<file path="src/rtl/lock_pkg.sv">
// Shared types for the canal lock operator: FSM states, BCD level type and side selects.
package lock_pkg;

    // {ones, tenths} BCD; plain unsigned compare orders levels correctly.
    typedef logic [7:0] bcd_lvl_t;

    typedef enum logic [3:0] {
        StIdle,
        StEqA,
        StOpenA,
        StXferIn,
        StCloseA,
        StEqB,
        StOpenB,
        StXferOut,
        StCloseB,
        StFault
    } lock_state_e;

    // Which physical side plays the role of side A for the current passage.
    localparam logic SideOuter = 1'b0;
    localparam logic SideInner = 1'b1;

endpackage

</file>
<file path="src/rtl/op_timer.sv">
// Loadable down-counter shared by the gap, dwell and timeout timing; done_o is high at zero.
module op_timer #(
    parameter int unsigned Width = 8
) (
    input  logic             clk_i,
    input  logic             rst_ni,
    input  logic             load_i,
    input  logic [Width-1:0] load_val_i,
    output logic             done_o
);

    logic [Width-1:0] cnt_q, cnt_d;

    always_comb begin
        cnt_d = cnt_q;
        if (load_i) begin
            cnt_d = load_val_i;
        end else if (cnt_q != '0) begin
            cnt_d = cnt_q - Width'(1);
        end
    end

    always_ff @(posedge clk_i or negedge rst_ni) begin
        if (!rst_ni) begin
            cnt_q <= '0;
        end else begin
            cnt_q <= cnt_d;
        end
    end

    assign done_o = (cnt_q == '0);

endmodule

</file>
<file path="src/rtl/lock_operator.sv">
// Canal lock sequencer: equalises the chamber to each side, opens ports, times the transfer.
// Define LOCK_OPERATOR_TIMEOUT_EN to add the per-step water timeout and the sticky FAULT state.
module lock_operator
    import lock_pkg::*;
#(
    parameter int unsigned DWELL_CYC = 8,
    parameter int unsigned GAP_CYC   = 4,
    parameter int unsigned TMO_CYC   = 64
) (
    input  logic     clk,
    input  logic     reset,
    input  logic     req_in,
    input  logic     req_out,
    input  bcd_lvl_t inner_lvl,
    input  bcd_lvl_t lock_lvl,
    input  bcd_lvl_t outer_lvl,
    output logic     arrive,
    output logic     depart,
    output logic     outer_port,
    output logic     inner_port,
    output logic     raise,
    output logic     lower,
    output logic     busy,
    output logic     fault
);

    localparam int unsigned StepMax = (DWELL_CYC > GAP_CYC) ? DWELL_CYC : GAP_CYC;
    localparam int unsigned CntMax  = (TMO_CYC > StepMax) ? TMO_CYC : StepMax;
    localparam int unsigned TimerW  = (CntMax > 1) ? $clog2(CntMax) : 1;
    localparam logic [TimerW-1:0] GapLoad   = TimerW'(GAP_CYC - 1);
    localparam logic [TimerW-1:0] DwellLoad = TimerW'(DWELL_CYC - 1);

    lock_state_e       state_q, state_d;
    logic              side_q, side_d;
    bcd_lvl_t          tgt_a, tgt_b, eq_tgt;
    logic              step_load, step_done, tmo;
    logic [TimerW-1:0] step_val;
    logic              port_a, port_b;

    // Targets stay live: a side level moving mid-step retargets the equalisation.
    assign tgt_a  = (side_q == SideOuter) ? outer_lvl : inner_lvl;
    assign tgt_b  = (side_q == SideOuter) ? inner_lvl : outer_lvl;
    assign eq_tgt = (state_q == StEqB) ? tgt_b : tgt_a;

    always_comb begin
        state_d   = state_q;
        side_d    = side_q;
        step_load = 1'b0;
        step_val  = GapLoad;
        raise     = 1'b0;
        lower     = 1'b0;
        arrive    = 1'b0;
        depart    = 1'b0;
        port_a    = 1'b0;
        port_b    = 1'b0;
        unique case (state_q)
            StIdle: begin
                if (req_in) begin
                    side_d  = SideOuter;
                    state_d = StEqA;
                end else if (req_out) begin
                    side_d  = SideInner;
                    state_d = StEqA;
                end
            end
            StEqA, StEqB: begin
                if (lock_lvl == eq_tgt) begin
                    state_d = (state_q == StEqA) ? StOpenA : StOpenB;
                end else if (tmo) begin
                    state_d = StFault;
                end else if (step_done) begin
                    raise     = (lock_lvl < eq_tgt);
                    lower     = (lock_lvl > eq_tgt);
                    step_load = 1'b1;
                end
            end
            StOpenA: begin
                port_a    = 1'b1;
                step_load = 1'b1;
                step_val  = DwellLoad;
                state_d   = StXferIn;
            end
            StXferIn: begin
                port_a = 1'b1;
                arrive = 1'b1;
                if (step_done) begin
                    state_d = StCloseA;
                end
            end
            StCloseA: begin
                port_a  = 1'b1;
                state_d = StEqB;
            end
            StOpenB: begin
                port_b    = 1'b1;
                step_load = 1'b1;
                step_val  = DwellLoad;
                state_d   = StXferOut;
            end
            StXferOut: begin
                port_b = 1'b1;
                depart = 1'b1;
                if (step_done) begin
                    state_d = StCloseB;
                end
            end
            StCloseB: begin
                port_b  = 1'b1;
                state_d = StIdle;
            end
            StFault: begin
                state_d = StFault;
            end
            default: begin
                state_d = StIdle;
            end
        endcase
    end

    always_ff @(posedge clk or negedge reset) begin
        if (!reset) begin
            state_q <= StIdle;
            side_q  <= SideOuter;
        end else begin
            state_q <= state_d;
            side_q  <= side_d;
        end
    end

    op_timer #(
        .Width(TimerW)
    ) u_step_timer (
        .clk_i     (clk),
        .rst_ni    (reset),
        .load_i    (step_load),
        .load_val_i(step_val),
        .done_o    (step_done)
    );

`ifdef LOCK_OPERATOR_TIMEOUT_EN
    localparam logic [TimerW-1:0] TmoLoad = TimerW'(TMO_CYC - 1);

    bcd_lvl_t lvl_prev_q;
    logic     tmo_load, tmo_done;

    always_ff @(posedge clk or negedge reset) begin
        if (!reset) begin
            lvl_prev_q <= '0;
        end else begin
            lvl_prev_q <= lock_lvl;
        end
    end

    // Rearm outside equalisation and on every observed chamber level change.
    assign tmo_load = !(state_q inside {StEqA, StEqB}) || (lock_lvl != lvl_prev_q);

    op_timer #(
        .Width(TimerW)
    ) u_tmo_timer (
        .clk_i     (clk),
        .rst_ni    (reset),
        .load_i    (tmo_load),
        .load_val_i(TmoLoad),
        .done_o    (tmo_done)
    );

    assign tmo   = tmo_done && !tmo_load;
    assign fault = (state_q == StFault);
`else
    assign tmo   = 1'b0;
    assign fault = 1'b0;
`endif

    assign outer_port = (port_a && (side_q == SideOuter)) || (port_b && (side_q == SideInner));
    assign inner_port = (port_a && (side_q == SideInner)) || (port_b && (side_q == SideOuter));
    assign busy       = (state_q != StIdle);

endmodule

</file>
<file path="config.mk">
export PLATFORM = sky130hd
export DESIGN_NAME = lock_operator
export DESIGN_NICKNAME = d
export VERILOG_FILES = /design/src/rtl/lock_pkg.sv /design/src/rtl/op_timer.sv /design/src/rtl/lock_operator.sv
export SDC_FILE = /design/constraint.sdc
export NUM_CORES = 1
export LEC_CHECK = 0
export CAP_MARGIN = 20
export CORE_UTILIZATION = 50
export CTS_BUF_LIST = sky130_fd_sc_hd__clkbuf_4
export DETAILED_ROUTE_END_ITERATION = 8
export PLACE_DENSITY = 0.93
export SYNTH_ARGS = -nofsm -noshare
export SYNTH_HDL_FRONTEND = slang
export SYNTH_SLANG_ARGS = --single-unit
export TNS_END_PERCENT = 1
</file>
<file path="constraint.sdc">
create_clock -name clk -period 4.1 [get_ports clk]
set_input_delay 0.615 -clock clk [delete_from_list [all_inputs] [get_ports clk]]
set_output_delay 0.615 -clock clk [all_outputs]
set_load 0.005 [all_outputs]
</file>
==> results.cfg, run 1 <==
[floorplan]
start_util_pct = 56.2
core_area_sq_mm = 0.00182
fp.dieW_um = 47.2
die-area_sq_mm = 0.00223
row_count = 15
die_h_um = 47.2
io_pins = 36

[timing]
max_freq_mhz = 259
setup_viol = 0
period_share_pct = 94.1
skew_ns = 0.00113
rsz0062_at_grt = false
fin_crit_ns = 3.86
slew_violations = 0
relSlewSlack_pct = 66.7
final.setup.tns_ns = 0
whs_ns = 0.541
hold_viol_final = 0
worst_slew_pin_slew_ns = 0.499

[drt]
routedWlPerCell_um = 13.4
via_per_inst = 5.63
drt_iter0_drc = 9
antenna_left = 0
wl_um = 2280
dr_total_vias = 957
drt-pass1-iter-count = 4
drc = 0

[pwr]
p_per_area_mw_per_mm2 = 580
p_leak_uw = 0.000592
peakVddDrop_mv = 0.376

[global_route]
grt_max_degree = 15
grt_pass1_wl_um = 3460
antenna_found_initial = 0
grt_pass1_vias = 846
overflow = 0
grt_usage_pct = 22.0

[clock_tree]
cts_tree = yes
holdBufCountCts = 0
clk_latency_ns = 0.25
root_buffer = clkbuf_4
post-cts-setup-buffers = 0
clkTransAtPathRegs_ns = 0.06
cts_htree_levels = 1
cts_buffers = 3
post_cts_resized = 0
cts.sinks = 11
clockBufferDepth = 2

[synth]
yosysUniqueCellTypes = 43
ys_seq_elements = 11
synth_edf_count = 0
avgSynthCellArea_sq_um = 9.05
async_flop_share_pct = 100
synth_nets = 150
synth_warnings = 0
ys_seq_area_share_pct = 26.9
synth_area_sq_mm = 0.00102
synthFlopType = dfrtp_1
syn_inst = 113

[cells_and_area]
final_nets = 183
final_common_cell = clkdlybuf4s50_1
final_cell_mix = clkdlybuf4s50_1 (34), dfrtp_1 (11), ha_1 (9)
layout.cells.non_filler = 170
antenna_cells = 0
layout-drive-gt1-share_pct = 8.97
area_growth_syn_to_layout_pct = 36.4

[place]
dp.cells = 166
portBuffers = 34
gp_congestion = 0.867
dp_hpwl_um = 1910

[flow_run]
maxCapViolations = 0

[setup_path]
crit_cells = 10
critPathMaxStageDelay_ns = 0.51
worstSetupStartpoint = state_q[1]
path_cells = nand2b_1 -> nor2_2 -> xnor2_4 -> mux2_1 -> ha_1 -> nand4_1 -> or2_2 -> nand3_2 -> and3b_1 -> clkdlybuf4s50_1
critical_path.top_delay_family = simple AND/OR/NAND/NOR gates
endpoint = raise
r2r.worst_path.cells = 9
r2r-start = state_q[1]
critPathBufInv = 1
required_ns = 3.48
reg2reg_slack_ns = 1.27
r2r_end = u_step_timer.cnt_q[1]
critPathCaptureType = primary output
critPathLaunchType = flip-flop
crit_fanout = 14
path_class = reg -> out
cp_data_arrival_time_ns = 3.24
critPathSlowestCell = dfrtp_1

[run_status]
status = complete, no violations

[min_path]
hold_path.class = reg -> reg
## kinds of logic after synthesis
group | synth area share (%)
adder cells (fa/ha/maj) | 11.0
multiplexers | 8.94
other | 0.367
buffers and inverters | 5.14
AND/OR/NAND/NOR | 26.6
flip-flops | 26.9
AO/OA/AOI/OAI | 14.9
XOR/XNOR | 6.12
## sequential cells by signal (all words and copies together), names as in the netlist
signal              count
side_q                  1
state_q                 4
u_step_timer.cnt_q      6
## power by group
part | switching (uW) | internal, uW | total, uW
sequential | 86.2 | 156 | 242
combinational | 231 | 263 | 493
clock | 29.5 | 44.0 | 73.5
## synth_stat cells, types with 2 or more instances
cell type  count  area [sq um]
dfrtp_1       11           275
ha_1           9           113
buf_2          3          15.0
nand2b_1       4          25.0
nand4_1        2          12.5
o211ai_1       2          15.0
clkbuf_1       2          7.51
nand2_1        7          26.3
nor4_1         2          12.5
nor2_1         7          26.3
o21bai_1       2          15.0
nor2b_1        2          12.5
xnor2_1        4          35.0
a21oi_1        8          40.0
nor3_1         6          30.0
inv_1          6          22.5
mux2i_1        8          80.1
o22ai_1        2          12.5
or3_1          2          12.5
## stage by stage
stage               setup slack, ns  instance area, sq um  total power [uW]  utilization (%)
floorplan                      1.26                  1020               604                -
global placement              0.636                  1360               710             74.9
detailed placement            0.539                  1360               736             74.9
CTS                           0.250                  1390               814             76.6
global route                  0.109                  1390               880             76.6
finish                        0.243                  1390               809             76.6
## how the worst min path moves through the flow
stage | cells after the start | slack [ns] | startpoint | end
global placement | 2 | 0.50 | u_step_timer.cnt_q[1] | u_step_timer.cnt_q[1]
global route | 2 | 0.57 | u_step_timer.cnt_q[1] | u_step_timer.cnt_q[1]
detailed placement | 2 | 0.53 | u_step_timer.cnt_q[1] | u_step_timer.cnt_q[1]
floorplan | 0 | 0.32 | reset | side_q
finish | 2 | 0.54 | u_step_timer.cnt_q[1] | u_step_timer.cnt_q[1]
CTS | 2 | 0.54 | u_step_timer.cnt_q[1] | u_step_timer.cnt_q[1]
## worst register-to-register path, cell delays in order (launching register included)
cell and delay [ns]:
dfrtp_1 0.51, nand2b_1 0.25, nor2_2 0.23, xnor2_4 0.22
mux2_1 0.38, ha_1 0.27, nand4_1 0.10, or2_2 0.33
a31oi_2 0.28, o211ai_1 0.14
## metal layers
metal  vias to the layer above  GRT usage (%)  share of wire [%]
li1                        472              -                  -
met1                       437           26.9                 43
met2                        48           37.8                 47
met3                         0           4.62                9.5
met4                         0           8.57                  0
met5                         -              0                  0
## area by class of cell
class	instances	area (sq um)
fillers	135	427
multi-input cells	90	694
inverters	6	22.5
repair buffers	34	340
clock buffers	4	30.0
flip-flops and latches	11	275
well taps	25	31.3
Note: power is estimated with default switching activity, not from simulation.
==> inputs of run 2 (changes only) <==
- CORE_UTILIZATION: 50 -> 51
- SYNTH_HIERARCHICAL: not set -> 1
- TNS_END_PERCENT: 1 -> not set
==> run 2 against run 1 <==
Against the previous run: hold slack better by 0.089 ns; clock-buffer cell count is 1 lower; largest cell class unchanged; synthesized cell count up 9.7%; worst setup slack better by 0.011 ns; synthesized area increased by 7.1%; non-clock buffer count is 3 higher; global-route usage is 1.9 points higher; via count rose by 8.5%; sequential cell count unchanged; cell area rose by 7.8%; clock power up 11%; clock skew up 0.00053 ns.
==> results.cfg, run 2 <==
[run_status]
status = complete, no violations

[synth]
synth_area_sq_mm = 0.00109
yosysUniqueCellTypes = 45
synth_commonest_cells = dfrtp_1 (11), nor2_1 (11), a21oi_1 (10), ha_1 (10), nand2_1 (10)
avgSynthCellArea_sq_um = 8.83
syn_inst = 124
synth_top_cell_area_share_pct = 25.1
ys_seq_elements = 11
ys_seq_area_share_pct = 25.1
async_flop_share_pct = 100
synthFlopType = dfrtp_1
netlist_top_cells_area = dfrtp_1 (25%), ha_1 (11%), mux2i_1 (7.3%)
synth_edf_count = 0
synth_warnings = 6
synth.largest_area_cell = dfrtp_1

[pwr]
power_switching_uw = 415
p_sw_share_pct = 45.2
seq_power_share_pct = 28.6
combPwrFrac_pct = 62.5
p_clk_share_pct = 8.9
p_per_area_mw_per_mm2 = 612
p_int_uw = 504
peakVddDrop_mv = 0.405
p_leak_uw = 0.000668

[setup_path]
critPathCaptureType = primary output
critPathLaunchType = flip-flop
required_ns = 3.48
critPathBufInv = 2
crit_fanout = 12
cp_data_arrival_time_ns = 3.23
critPathMaxStageDelay_ns = 0.53
critical_path.top_delay_family = simple AND/OR/NAND/NOR gates
path_cells = nor3b_2 -> nand2_1 -> xor2_4 -> buf_4 -> mux2i_1 -> ha_1 -> nand4_1 -> o211ai_1 -> and3b_1 -> clkdlybuf4s50_1
critPathSlowestCell = dfrtp_1
path_class = reg -> out

[timing]
hold_viol_final = 0
fin_crit_ns = 3.85
setup_viol = 0
skew_ns = 0.00166
max_freq_mhz = 260
final.setup.tns_ns = 0
period_share_pct = 93.8
slew_violations = 0

[drt]
routedWlPerCell_um = 13.4
drt-pass1-iter-count = 4
wl_um = 2540
drt_iter0_drc = 25
via_per_inst = 5.49
antenna_left = 0
dr_total_vias = 1038
drc = 0

[clock_tree]
clk_latency_ns = 0.28
cts_buffers = 3
cts_tree = yes
cts_htree_levels = 1
holdBufCountCts = 0
root_buffer = clkbuf_4
clkTransAtPathRegs_ns = 0.08
clockBufferDepth = 2
cts.sinks = 11

[global_route]
grt_pass1_vias = 1008
grt_pass1_wl_um = 4410
grt_usage_pct = 23.9
grt_max_degree = 15
antenna_found_initial = 0
overflow = 0

[floorplan]
start_util_pct = 55.2
io_pins = 36
row_count = 16
fp.dieW_um = 48.3
die_h_um = 48.3
die-area_sq_mm = 0.00234
core_area_sq_mm = 0.00198

[cells_and_area]
layout-drive-gt1-share_pct = 11.7
fillCellCount = 128
reg.largest.list = u_step_timer/cnt_q: 6 flops, state_q: 4 flops, side_q: 1 flops
seq_area_sq_um = 277
final_cell_mix = clkdlybuf4s50_1 (34), nor2_1 (11)
final_common_cell = clkdlybuf4s50_1
largest_reg_flops = 6
area_growth_syn_to_layout_pct = 37.3
antenna_cells = 0
final_nets = 201
multi_input_area_sq_um = 776
top_register = u_step_timer/cnt_q
final_cell_area_sq_mm = 0.00150

[place]
gp_congestion = 0.822
placed_area_sq_mm = 0.00145
portBuffers = 34
dp_hpwl_um = 1970

[flow_run]
maxCapViolations = 0

[min_path]
hold_path.class = reg -> reg
-- run 2: worst min-delay path: stages (launching register included) --
cell      delay [ns]
dfrtp_1         0.41
nor2_1          0.10
a221oi_1        0.08
-- run 2: layout make-up --
cell class	count	share of cell area (%)
Tap cell	27	2.25
Inverter	7	1.75
Clock inverter	1	0.333
Clock buffer	3	1.50
Timing Repair Buffer	37	24.1
Multi-Input combinational cell	103	51.6
Sequential cell	11	18.4
-- run 2: per-layer routing --
layer / up-vias / wire, um / track usage (%)
li1: 521 / - / -
met1: 474 / 1100 / 26.6
met2: 41 / 1230 / 42.7
met3: 2 / 188 / 5.35
met4: 0 / 23 / 11.8
met5: - / 0 / 0
-- run 2: worst paths after layout --
path	startpoint	end	depth (start not counted)	slack, ns
setup / recovery	state_q[3]	raise	10	0.25
hold / removal	u_step_timer/cnt_q[0]	u_step_timer/cnt_q[0]	2	0.63
setup reg to reg	state_q[3]	u_step_timer/cnt_q[1]	12	0.88
min in group asynchronous	reset	u_step_timer/cnt_q[4]	1	0.65
max in group asynchronous	reset	state_q[0]	1	3.09
hold reg to reg	u_step_timer/cnt_q[0]	u_step_timer/cnt_q[0]	2	0.63
-- run 2: kinds of logic (layout without fill, tap and decap cells) --
group                    after synthesis  count (layout)  synth area share, %
other                                  2               6                0.686
AO/OA/AOI/OAI                         31              31                 20.3
multiplexers                           9               9                 8.34
buffers and inverters                 14              48                 5.83
AND/OR/NAND/NOR                       43              43                 23.3
flip-flops                            11              11                 25.1
XOR/XNOR                               4               4                 4.92
adder cells (fa/ha/maj)               10              10                 11.4
-- run 2: stage by stage --
step	utilization [%]	std cells	setup slack (ns)	power, uW	hold WS, ns
floorplan	-	128	1.21	645	0.319
global placement	73.0	182	0.491	770	0.604
detailed placement	73.0	182	0.311	807	0.614
CTS	74.4	186	0.0405	892	0.626
global route	75.8	189	-0.00115	997	0.668
finish	75.8	189	0.254	919	0.631
-- run 2: timing repair --
action / CTS / global route
setup endpoints to repair: 1 / 2
resized for setup: 1 / 1
buffers inserted: 0 / 3
-- run 2: power groups by stage --
stage | Clock [uW] | Combinational, uW | Sequential, uW
2_1_floorplan | 0 | 428 | 218
3_3_place_gp | 0 | 516 | 254
3_5_place_dp | 0 | 548 | 259
4_1_cts | 81.9 | 552 | 258
5_1_grt | 85.2 | 639 | 273
6_report | 81.4 | 575 | 263
==> inputs of run 3 (changes only) <==
- SLEW_MARGIN: not set -> 20
==> results of run 3 <==
Final layout, timing and power as in run 2 (identical DEF).
